<file path="config.mk">
export PLATFORM = sky130hd
export DESIGN_NAME = stack_sequencer_flat
export DESIGN_NICKNAME = d
export VERILOG_FILES = /design/src/rtl/stack_sequencer_pkg.sv /design/src/rtl/stack_sequencer_if.sv /design/src/rtl/stack_sequencer.sv /design/src/flat_wrapper.sv
export SDC_FILE = /design/constraint.sdc
export NUM_CORES = 1
export LEC_CHECK = 0
export BUFFER_PORTS_ARGS = -buffer_cell sky130_fd_sc_hd__buf_2
export CAP_MARGIN = 10
export CORE_MARGIN = 4
export CORE_UTILIZATION = 55
export CTS_CLUSTER_DIAMETER = 30
export CTS_CLUSTER_SIZE = 30
export DETAILED_ROUTE_END_ITERATION = 10
export PLACE_DENSITY_LB_ADDON = 0.3
export SYNTH_ARGS = -nofsm -noshare
export SYNTH_HDL_FRONTEND = slang
export SYNTH_SLANG_ARGS = --single-unit
</file>
<file path="constraint.sdc">
create_clock -name clk -period 1.72 [get_ports clk]
set_input_delay 0.086 -clock clk [delete_from_list [all_inputs] [get_ports clk]]
set_output_delay 0.086 -clock clk [all_outputs]
set_load 0.1 [all_outputs]
</file>
<file path="src/rtl/stack_sequencer_pkg.sv">
// Shared encodings for the stack sequencer: op codes, stack-input mux selects
// and the sequencer state enumeration.
package stack_sequencer_pkg;

  typedef enum logic [2:0] {
    OP_NOP      = 3'b000,
    OP_PUSH_ALU = 3'b001,
    OP_PUSH_MEM = 3'b010,
    OP_POP_MEM  = 3'b011,
    OP_POP      = 3'b100,
    OP_DUP      = 3'b101,
    OP_RET      = 3'b110,
    OP_NOP_ALT  = 3'b111
  } op_e;

  localparam logic [2:0] SMS_ALU      = 3'b000;
  localparam logic [2:0] SMS_MEM      = 3'b001;
  localparam logic [2:0] SMS_RET_DATA = 3'b010;
  localparam logic [2:0] SMS_ARG      = 3'b011;
  localparam logic [2:0] SMS_STACK_RD = 3'b100;

  typedef enum logic [3:0] {
    S_IDLE, S_INC, S_WR, S_DEC, S_RD, S_XFER, S_MWR, S_MRD, S_LDTOS, S_ERR
  } state_e;

  function automatic logic is_push(op_e op);
    return (op == OP_PUSH_ALU) || (op == OP_PUSH_MEM) || (op == OP_DUP);
  endfunction

endpackage

</file>
<file path="src/rtl/stack_sequencer_if.sv">
// Operation handshake plus the datapath control bundle of the stack sequencer.
interface stack_sequencer_if #(parameter int ADDR_WIDTH = 12);
  logic                  op_valid;
  logic [2:0]            op_code;
  logic [ADDR_WIDTH-1:0] ret_depth;
  logic                  op_ready;
  logic                  op_done;
  logic                  err_overflow;
  logic                  err_underflow;
  logic [ADDR_WIDTH:0]   depth;
  logic [2:0]            SEL_MUX_STACK;
  logic                  SEL_MUX_TOS;
  logic                  CTRL_REG_TOS;
  logic                  SEL_TOS_UPDATER;
  logic                  CTRL_REG_READ_STACK;
  logic                  CTRL_REG_WRITE_STACK;
  logic                  CTRL_REG_READ_MEM;
  logic                  CTRL_REG_WRITE_MEM;
  logic                  CTRL_STACK;
  logic                  CTRL_MEM_EXT;

  modport master (
    output op_valid, op_code, ret_depth,
    input  op_ready, op_done, err_overflow, err_underflow, depth,
           SEL_MUX_STACK, SEL_MUX_TOS, CTRL_REG_TOS, SEL_TOS_UPDATER,
           CTRL_REG_READ_STACK, CTRL_REG_WRITE_STACK, CTRL_REG_READ_MEM,
           CTRL_REG_WRITE_MEM, CTRL_STACK, CTRL_MEM_EXT
  );

  modport slave (
    input  op_valid, op_code, ret_depth,
    output op_ready, op_done, err_overflow, err_underflow, depth,
           SEL_MUX_STACK, SEL_MUX_TOS, CTRL_REG_TOS, SEL_TOS_UPDATER,
           CTRL_REG_READ_STACK, CTRL_REG_WRITE_STACK, CTRL_REG_READ_MEM,
           CTRL_REG_WRITE_MEM, CTRL_STACK, CTRL_MEM_EXT
  );
endinterface

</file>
<file path="src/rtl/stack_sequencer.sv">
// Moore sequencer that expands stack operations into per-cycle control words
// for the stack/TOS datapath and tracks the element count.
module stack_sequencer
  import stack_sequencer_pkg::*;
#(
  parameter int ADDR_WIDTH = 12
) (
  input  logic clk,
  input  logic reset,
  stack_sequencer_if.slave bus
);

  // Address 0 is never written, so one slot of the address space is unusable.
  localparam logic [ADDR_WIDTH:0] CAP = {1'b0, {ADDR_WIDTH{1'b1}}};

  logic [1:0] rst_sync_q;
  logic       rst_n;

  // Assert immediately, release only after two clean clock edges.
  always_ff @(posedge clk or negedge reset) begin
    if (!reset) rst_sync_q <= 2'b00;
    else        rst_sync_q <= {rst_sync_q[0], 1'b1};
  end
  assign rst_n = rst_sync_q[1];

  state_e                state_q, state_d;
  op_e                   op_q, op_d;
  logic [ADDR_WIDTH-1:0] ret_q, ret_d;
  logic [ADDR_WIDTH:0]   depth_q, depth_d;
  logic                  err_ovf_q, err_ovf_d;
  logic                  nop_done_q, nop_done_d;
  logic                  accept, full, empty;
  op_e                   op_in;

  always_ff @(posedge clk or negedge rst_n) begin
    if (!rst_n) begin
      state_q    <= S_IDLE;
      op_q       <= OP_NOP;
      ret_q      <= '0;
      depth_q    <= '0;
      err_ovf_q  <= 1'b0;
      nop_done_q <= 1'b0;
    end else begin
      state_q    <= state_d;
      op_q       <= op_d;
      ret_q      <= ret_d;
      depth_q    <= depth_d;
      err_ovf_q  <= err_ovf_d;
      nop_done_q <= nop_done_d;
    end
  end

  assign op_in  = op_e'(bus.op_code);
  assign accept = bus.op_valid && bus.op_ready;
  assign full   = (depth_q == CAP);
  assign empty  = (depth_q == '0);

  always_comb begin
    state_d    = state_q;
    op_d       = op_q;
    ret_d      = ret_q;
    depth_d    = depth_q;
    err_ovf_d  = err_ovf_q;
    nop_done_d = 1'b0;
    unique case (state_q)
      S_IDLE: if (accept) begin
        op_d  = op_in;
        ret_d = bus.ret_depth;
        // Underflow takes priority so DUP on an empty stack is never an overflow.
        if (empty && (op_in == OP_POP || op_in == OP_POP_MEM || op_in == OP_DUP)) begin
          state_d   = S_ERR;
          err_ovf_d = 1'b0;
        end else if (full && is_push(op_in)) begin
          state_d   = S_ERR;
          err_ovf_d = 1'b1;
        end else begin
          unique case (op_in)
            OP_PUSH_ALU:         state_d = S_INC;
            OP_PUSH_MEM:         state_d = S_MRD;
            OP_DUP, OP_POP_MEM:  state_d = S_RD;
            OP_POP:              state_d = S_DEC;
            OP_RET:              state_d = S_LDTOS;
            OP_NOP, OP_NOP_ALT:  nop_done_d = 1'b1;
          endcase
        end
      end
      S_MRD:   state_d = S_INC;
      S_INC:   state_d = S_WR;
      S_RD:    state_d = (op_q == OP_DUP) ? S_INC : S_XFER;
      S_XFER:  state_d = S_MWR;
      S_WR: begin
        state_d = S_IDLE;
        depth_d = depth_q + 1'b1;
      end
      S_DEC, S_MWR: begin
        state_d = S_IDLE;
        depth_d = depth_q - 1'b1;
      end
      S_LDTOS: begin
        state_d = S_IDLE;
        depth_d = {1'b0, ret_q};
      end
      S_ERR:   state_d = S_IDLE;
      default: state_d = S_IDLE;
    endcase
  end

  always_comb begin
    bus.op_ready             = (state_q == S_IDLE) && rst_n;
    bus.op_done              = nop_done_q;
    bus.err_overflow         = 1'b0;
    bus.err_underflow        = 1'b0;
    bus.depth                = depth_q;
    bus.SEL_MUX_STACK        = SMS_ALU;
    bus.SEL_MUX_TOS          = 1'b0;
    bus.CTRL_REG_TOS         = 1'b0;
    bus.SEL_TOS_UPDATER      = 1'b0;
    bus.CTRL_REG_READ_STACK  = 1'b0;
    bus.CTRL_REG_WRITE_STACK = 1'b0;
    bus.CTRL_REG_READ_MEM    = 1'b0;
    bus.CTRL_REG_WRITE_MEM   = 1'b0;
    bus.CTRL_STACK           = 1'b0;
    bus.CTRL_MEM_EXT         = 1'b0;
    unique case (state_q)
      S_INC: begin
        bus.CTRL_REG_TOS         = 1'b1;
        bus.CTRL_REG_WRITE_STACK = 1'b1;
        bus.SEL_MUX_STACK        = (op_q == OP_PUSH_MEM) ? SMS_MEM :
                                   (op_q == OP_DUP)      ? SMS_STACK_RD : SMS_ALU;
      end
      S_WR: begin
        bus.CTRL_STACK = 1'b1;
        bus.op_done    = 1'b1;
      end
      S_DEC: begin
        bus.CTRL_REG_TOS    = 1'b1;
        bus.SEL_TOS_UPDATER = 1'b1;
        bus.op_done         = 1'b1;
      end
      S_RD:   bus.CTRL_REG_READ_STACK = 1'b1;
      S_XFER: bus.CTRL_REG_WRITE_MEM  = 1'b1;
      S_MWR: begin
        bus.CTRL_REG_TOS    = 1'b1;
        bus.SEL_TOS_UPDATER = 1'b1;
        bus.CTRL_MEM_EXT    = 1'b1;
        bus.op_done         = 1'b1;
      end
      S_MRD:  bus.CTRL_REG_READ_MEM = 1'b1;
      // ret_depth is ADDR_WIDTH bits wide, so it can never exceed capacity.
      S_LDTOS: begin
        bus.CTRL_REG_TOS = 1'b1;
        bus.SEL_MUX_TOS  = 1'b1;
        bus.op_done      = 1'b1;
      end
      S_ERR: begin
        bus.op_done       = 1'b1;
        bus.err_overflow  = err_ovf_q;
        bus.err_underflow = !err_ovf_q;
      end
      default: ;
    endcase
  end

endmodule

</file>
<file path="src/flat_wrapper.sv">
// flat-port wrapper written by rule: the top's interface ports become plain ports
module stack_sequencer_flat import stack_sequencer_pkg::*;
#(
  parameter int ADDR_WIDTH = 12
)
  (clk, reset, bus_op_valid, bus_op_code, bus_ret_depth, bus_op_ready, bus_op_done, bus_err_overflow, bus_err_underflow, bus_depth, bus_SEL_MUX_STACK, bus_SEL_MUX_TOS, bus_CTRL_REG_TOS, bus_SEL_TOS_UPDATER, bus_CTRL_REG_READ_STACK, bus_CTRL_REG_WRITE_STACK, bus_CTRL_REG_READ_MEM, bus_CTRL_REG_WRITE_MEM, bus_CTRL_STACK, bus_CTRL_MEM_EXT);
  stack_sequencer_if #(.ADDR_WIDTH(ADDR_WIDTH)) bus_i ();
  input  logic clk;
  input  logic reset;
  input wire logic [$bits(bus_i.op_valid)-1:0] bus_op_valid;
  input wire logic [$bits(bus_i.op_code)-1:0] bus_op_code;
  input wire logic [$bits(bus_i.ret_depth)-1:0] bus_ret_depth;
  output wire logic [$bits(bus_i.op_ready)-1:0] bus_op_ready;
  output wire logic [$bits(bus_i.op_done)-1:0] bus_op_done;
  output wire logic [$bits(bus_i.err_overflow)-1:0] bus_err_overflow;
  output wire logic [$bits(bus_i.err_underflow)-1:0] bus_err_underflow;
  output wire logic [$bits(bus_i.depth)-1:0] bus_depth;
  output wire logic [$bits(bus_i.SEL_MUX_STACK)-1:0] bus_SEL_MUX_STACK;
  output wire logic [$bits(bus_i.SEL_MUX_TOS)-1:0] bus_SEL_MUX_TOS;
  output wire logic [$bits(bus_i.CTRL_REG_TOS)-1:0] bus_CTRL_REG_TOS;
  output wire logic [$bits(bus_i.SEL_TOS_UPDATER)-1:0] bus_SEL_TOS_UPDATER;
  output wire logic [$bits(bus_i.CTRL_REG_READ_STACK)-1:0] bus_CTRL_REG_READ_STACK;
  output wire logic [$bits(bus_i.CTRL_REG_WRITE_STACK)-1:0] bus_CTRL_REG_WRITE_STACK;
  output wire logic [$bits(bus_i.CTRL_REG_READ_MEM)-1:0] bus_CTRL_REG_READ_MEM;
  output wire logic [$bits(bus_i.CTRL_REG_WRITE_MEM)-1:0] bus_CTRL_REG_WRITE_MEM;
  output wire logic [$bits(bus_i.CTRL_STACK)-1:0] bus_CTRL_STACK;
  output wire logic [$bits(bus_i.CTRL_MEM_EXT)-1:0] bus_CTRL_MEM_EXT;
  assign bus_i.op_valid = bus_op_valid;
  assign bus_i.op_code = bus_op_code;
  assign bus_i.ret_depth = bus_ret_depth;
  assign bus_op_ready = bus_i.op_ready;
  assign bus_op_done = bus_i.op_done;
  assign bus_err_overflow = bus_i.err_overflow;
  assign bus_err_underflow = bus_i.err_underflow;
  assign bus_depth = bus_i.depth;
  assign bus_SEL_MUX_STACK = bus_i.SEL_MUX_STACK;
  assign bus_SEL_MUX_TOS = bus_i.SEL_MUX_TOS;
  assign bus_CTRL_REG_TOS = bus_i.CTRL_REG_TOS;
  assign bus_SEL_TOS_UPDATER = bus_i.SEL_TOS_UPDATER;
  assign bus_CTRL_REG_READ_STACK = bus_i.CTRL_REG_READ_STACK;
  assign bus_CTRL_REG_WRITE_STACK = bus_i.CTRL_REG_WRITE_STACK;
  assign bus_CTRL_REG_READ_MEM = bus_i.CTRL_REG_READ_MEM;
  assign bus_CTRL_REG_WRITE_MEM = bus_i.CTRL_REG_WRITE_MEM;
  assign bus_CTRL_STACK = bus_i.CTRL_STACK;
  assign bus_CTRL_MEM_EXT = bus_i.CTRL_MEM_EXT;
  stack_sequencer #(.ADDR_WIDTH(ADDR_WIDTH)) u_core (.clk(clk), .reset(reset), .bus(bus_i));
endmodule
</file>
==> results of run 1 <==
==> metrics by stage <==
| stage | std cells | instance area (um2) |
|---|---|---|
| after global placement | 428 | 3340 |
| after detailed placement | 428 | 3340 |
| after floorplan | 290 | 2490 |
==> cell families after synthesis <==
| kind of cell | share of synthesized area (%) |
|---|---|
| compound gates | 16.5 |
| xor+xnor | 4.78 |
| fa+ha+maj | 6.62 |
| buf+inv | 4.20 |
| flops | 37.8 |
| mux | 0.420 |
| other cells | 0.315 |
| simple gates | 29.3 |
==> results.sh, run 1 <==
export IMPL_hpwlAfterDp_um=5690
export IMPL_die_h_um=73.8
export IMPL_htreeDepth=2
export IMPL_die_w_um=73.8
export IMPL_stop_stage="4_1_cts"
export IMPL_ys_top_cells_by_count="nand2_1, dfrtp_1, nor2_1"
export IMPL_clockBufferDepth=2
export IMPL_start_util_pct=58.3
export IMPL_yosysTopAreaCell="dfrtp_1"
export IMPL_async_flop_share_pct=100
export IMPL_place_gp_congestion=0.956
export IMPL_yosysSeqAreaShare_pct=37.8
export IMPL_synth_area_mm2=0.00238
export IMPL_post_cts_resize_count=63
export IMPL_synth_cell_types=47
export IMPL_clockRootBuffer="clkbuf_8"
export IMPL_rows=23
export IMPL_ioPinCount=47
export IMPL_ys_top_cells_by_area="dfrtp_1, nand2_1, ha_1"
export IMPL_yosysMostFrequentCell="nand2_1"
export IMPL_ys_warn_count=0
export IMPL_synth_edff_count=0
export IMPL_synth_main_ff_cell="dfrtp_1"
export IMPL_synth_seq_cells=36
export IMPL_syn_nets=320
export IMPL_yosysTopAreaCellShare_pct=37.8
export IMPL_syn_area_per_cell_um2=8.21
export IMPL_post_place_ws_ns=-0.747
export IMPL_cts_hold_buf=10
export IMPL_cts_buffers_inserted=5
export IMPL_syn_inst=290
export IMPL_cts_setup_buffers=17
export IMPL_status="aborted with a tool error"
export IMPL_tool_error="[ERROR DPL-0033] detailed placement checks failed during check placement."
export IMPL_portBuffers=45
export IMPL_clock_sinks=36
==> run 2, diff against run 1 <==
--- a/config.mk
+++ b/config.mk
@@ -8,11 +8,9 @@
 export BUFFER_PORTS_ARGS = -buffer_cell sky130_fd_sc_hd__buf_2
 export CAP_MARGIN = 10
 export CORE_MARGIN = 4
-export CORE_UTILIZATION = 55
-export CTS_CLUSTER_DIAMETER = 30
-export CTS_CLUSTER_SIZE = 30
+export CORE_UTILIZATION = 40
 export DETAILED_ROUTE_END_ITERATION = 10
-export PLACE_DENSITY_LB_ADDON = 0.3
+export PLACE_DENSITY_LB_ADDON = 0.15
 export SYNTH_ARGS = -nofsm -noshare
 export SYNTH_HDL_FRONTEND = slang
 export SYNTH_SLANG_ARGS = --single-unit
==> run 2 against run 1 <==
The flow now finishes, with violations (negative setup slack). Synthesized area unchanged. Synthesized cell count stayed put.
==> results.sh, run 2 <==
export IMPL_setup_violations=24
export IMPL_slowest_delay_ns=0.45
export IMPL_largest_reg_flops=13
export IMPL_r2r_slack_ns=-0.70
export IMPL_ys_top_cells_by_area="dfrtp_1, nand2_1, ha_1"
export IMPL_grt_pass1_wl_um=12400
export IMPL_yosysSeqAreaShare_pct=37.8
export IMPL_grt_overflow=0
export IMPL_postRouteAntennaNets=0
export IMPL_synth_edff_count=0
export IMPL_grt_antenna_before_repair=0
export IMPL_power_mw=7.21
export IMPL_cp_data_arrival_time_ns=2.61
export IMPL_power_switching_mw=3.74
export IMPL_crit_chain="xnor2_4, nor2_4, buf_12, ha_1, o211ai_1, or2_4, a2111oi_4, nor3_2, mux2i_1"
export IMPL_ys_top_cells_by_count="nand2_1, dfrtp_1, nor2_1"
export IMPL_drc=0
export IMPL_clk_pin_slew_ns=0.08
export IMPL_die_h_um=85.2
export IMPL_syn_inst=290
export IMPL_clockRootBuffer="clkbuf_8"
export IMPL_finalClockSkew_ns=0.00980
export IMPL_worst_slack_ns=-0.703
export IMPL_status="complete, but fails checks"
export IMPL_grt_usage_pct=21.5
export IMPL_cp_slowest_cell="dfrtp_2"
export IMPL_failed_checks="negative setup slack"
export IMPL_insertedDiodeCount=0
export IMPL_critPathRequiredTime_ns=1.91
export IMPL_grt_pass1_vias=2492
export IMPL_internal_power_mw=3.47
export IMPL_final_common_cell="buf_4"
export IMPL_rsz0062_at_grt="yes"
export IMPL_hp_class="primary input to asynchronous set/reset pin"
export IMPL_clockBufferDepth=2
export IMPL_hold_worst_slack_ns=0.0965
export IMPL_die_area_mm2=0.00725
export IMPL_drv_slew=0
export IMPL_clock_sinks=36
export IMPL_synth_cell_types=47
export IMPL_core_mm2=0.00564
export IMPL_combinationalPowerShare_pct=71.2
export IMPL_die_w_um=85.2
export IMPL_ioPinCount=47
export IMPL_portBuffers=45
export IMPL_htreeDepth=2
export IMPL_rows=27
export IMPL_synth_main_ff_cell="dfrtp_1"
export IMPL_clock_latency_ns=0.30
export IMPL_place_gp_congestion=0.877
export IMPL_ys_warn_count=0
export IMPL_yosysMostFrequentCell="nand2_1"
export IMPL_post_drt_wl_per_cell_um=17.0
export IMPL_hpwlAfterDp_um=5220
export IMPL_p_clk_share_pct=8.5
export IMPL_wl_um=8360
export IMPL_syn_nets=320
export IMPL_area_delta_synth_final_pct=78.2
export IMPL_p_leak_nw=1.97
export IMPL_drive_above_1_share_pct=51.6
export IMPL_finalHoldViolations=0
export IMPL_worstPathMaxFanout=9
export IMPL_powerDensity_mw_per_mm2=1700
export IMPL_start_util_pct=42.2
export IMPL_post_route_min_period_ns=2.42
export IMPL_fill_cells=356
export IMPL_via_per_inst=5.40
export IMPL_swShare_pct=51.8
export IMPL_cts_buffers_inserted=5
export IMPL_endpoint_kind="register"
export IMPL_cts_tree="built"
export IMPL_reg2reg_depth=9
export IMPL_yosysTopAreaCell="dfrtp_1"
export IMPL_synth_seq_cells=36
export IMPL_reg2reg_from="u_core.state_q[0]"
export IMPL_pwr_share_seq_pct=20.3
export IMPL_drt_pass1_iterations=5
export IMPL_route_vias_total=2653
export IMPL_path_class="register to register"
export IMPL_post_route_period_util_pct=141
export IMPL_grt_max_degree=35
export IMPL_syn_area_per_cell_um2=8.21
export IMPL_nets=448
export IMPL_async_flop_share_pct=100
export IMPL_post_place_ws_ns=-0.715
export IMPL_max_freq_mhz=413
export IMPL_yosysTopAreaCellShare_pct=37.8
export IMPL_synth_area_mm2=0.00238
export IMPL_final_cell_mix="buf_4, nand2_1, dfrtp_1, buf_2, nor2_1"
export IMPL_regToRegEndpoint="u_core.bus.depth[12]"
export IMPL_worstSetupStartpointType="register"
export IMPL_final_util_pct=75.2
export IMPL_ir_drop_mv=1.13
export IMPL_drtIter0Drc=241
export IMPL_drv_cap=0
[run 2: metal layers]
layer	track usage (%)	wire, um	vias to the layer above
li1	-	-	1257
met1	29.4	3680	1283
met2	35.2	4080	97
met3	4.08	480	16
met4	4.75	121	0
met5	0	0	-
[run 2: worst max path at each step]
stage / cells past startpoint / start / end / slack [ns]
after floorplan: 10 / u_core.state_q[2] / u_core.bus.depth[9] / -1.21
after global placement: 9 / u_core.state_q[0] / u_core.bus.depth[9] / -0.61
after detailed placement: 9 / u_core.state_q[0] / u_core.bus.depth[12] / -0.72
after CTS: 10 / u_core.state_q[0] / u_core.bus.depth[12] / -0.59
after global routing: 9 / u_core.state_q[0] / u_core.bus.depth[12] / -0.76
final: 9 / u_core.state_q[0] / u_core.bus.depth[12] / -0.70
[run 2: cells by family after synthesis]
logic type      count (synthesis)  share of synthesized area (%)
simple gates                  146                           29.3
compound gates                 59                           16.5
flops                          36                           37.8
buf+inv                        21                           4.20
xor+xnor                       13                           4.78
fa+ha+maj                      12                           6.62
other cells                     2                          0.315
mux                             1                          0.420
[run 2: critical path: cells and delay by family (launching register included)]
family / cells / cell delay, ns
DFF: 1 / 0.45
adders and majority gates: 1 / 0.42
buffers and inverters: 1 / 0.15
and+or+nand+nor: 3 / 0.44
muxes: 1 / 0.13
xor gates and xnor gates: 1 / 0.19
AOI/OAI and AO/OA: 2 / 0.54
[run 2: stage by stage]
stage	setup TNS, ns	cell area, um2	std cells
2_1_floorplan	-20.00	2490	290
3_3_place_gp	-4.85	3370	450
3_5_place_dp	-5.37	3370	450
4_1_cts	-5.46	3880	476
5_1_grt	-9.47	4240	491
6_report	-6.84	4240	491
[run 2: layout make-up]
type	instances	area, um2	area share (%)
Multi-Input combinational cell	233	1840	43.4
Timing Repair Buffer	136	1290	30.4
Sequential cell	36	907	21.4
Tap cell	72	90.1	2.12
Clock buffer	5	68.8	1.62
Inverter	6	27.5	0.649
Clock inverter	3	18.8	0.442
[run 2: timing repair]
item	in CTS	in global routing
setup endpoints to repair	27	44
resized for setup	53	57
buffers inserted	6	15
cloned	0	1
hold endpoints to repair	14	0
pin swaps	9	33
hold buffers	13	0
[run 2: power by group through the flow]
stage | clock network, mW | registers [mW] | logic, mW
4_1_cts | 0.626 | 1.45 | 4.57
5_1_grt | 0.664 | 1.49 | 5.40
2_1_floorplan | 0 | 2.31 | 1.84
3_3_place_gp | 0 | 1.44 | 4.06
3_5_place_dp | 0 | 1.44 | 4.10
6_report | 0.615 | 1.46 | 5.13
No activity file was read; power rests on OpenSTA's default activity.
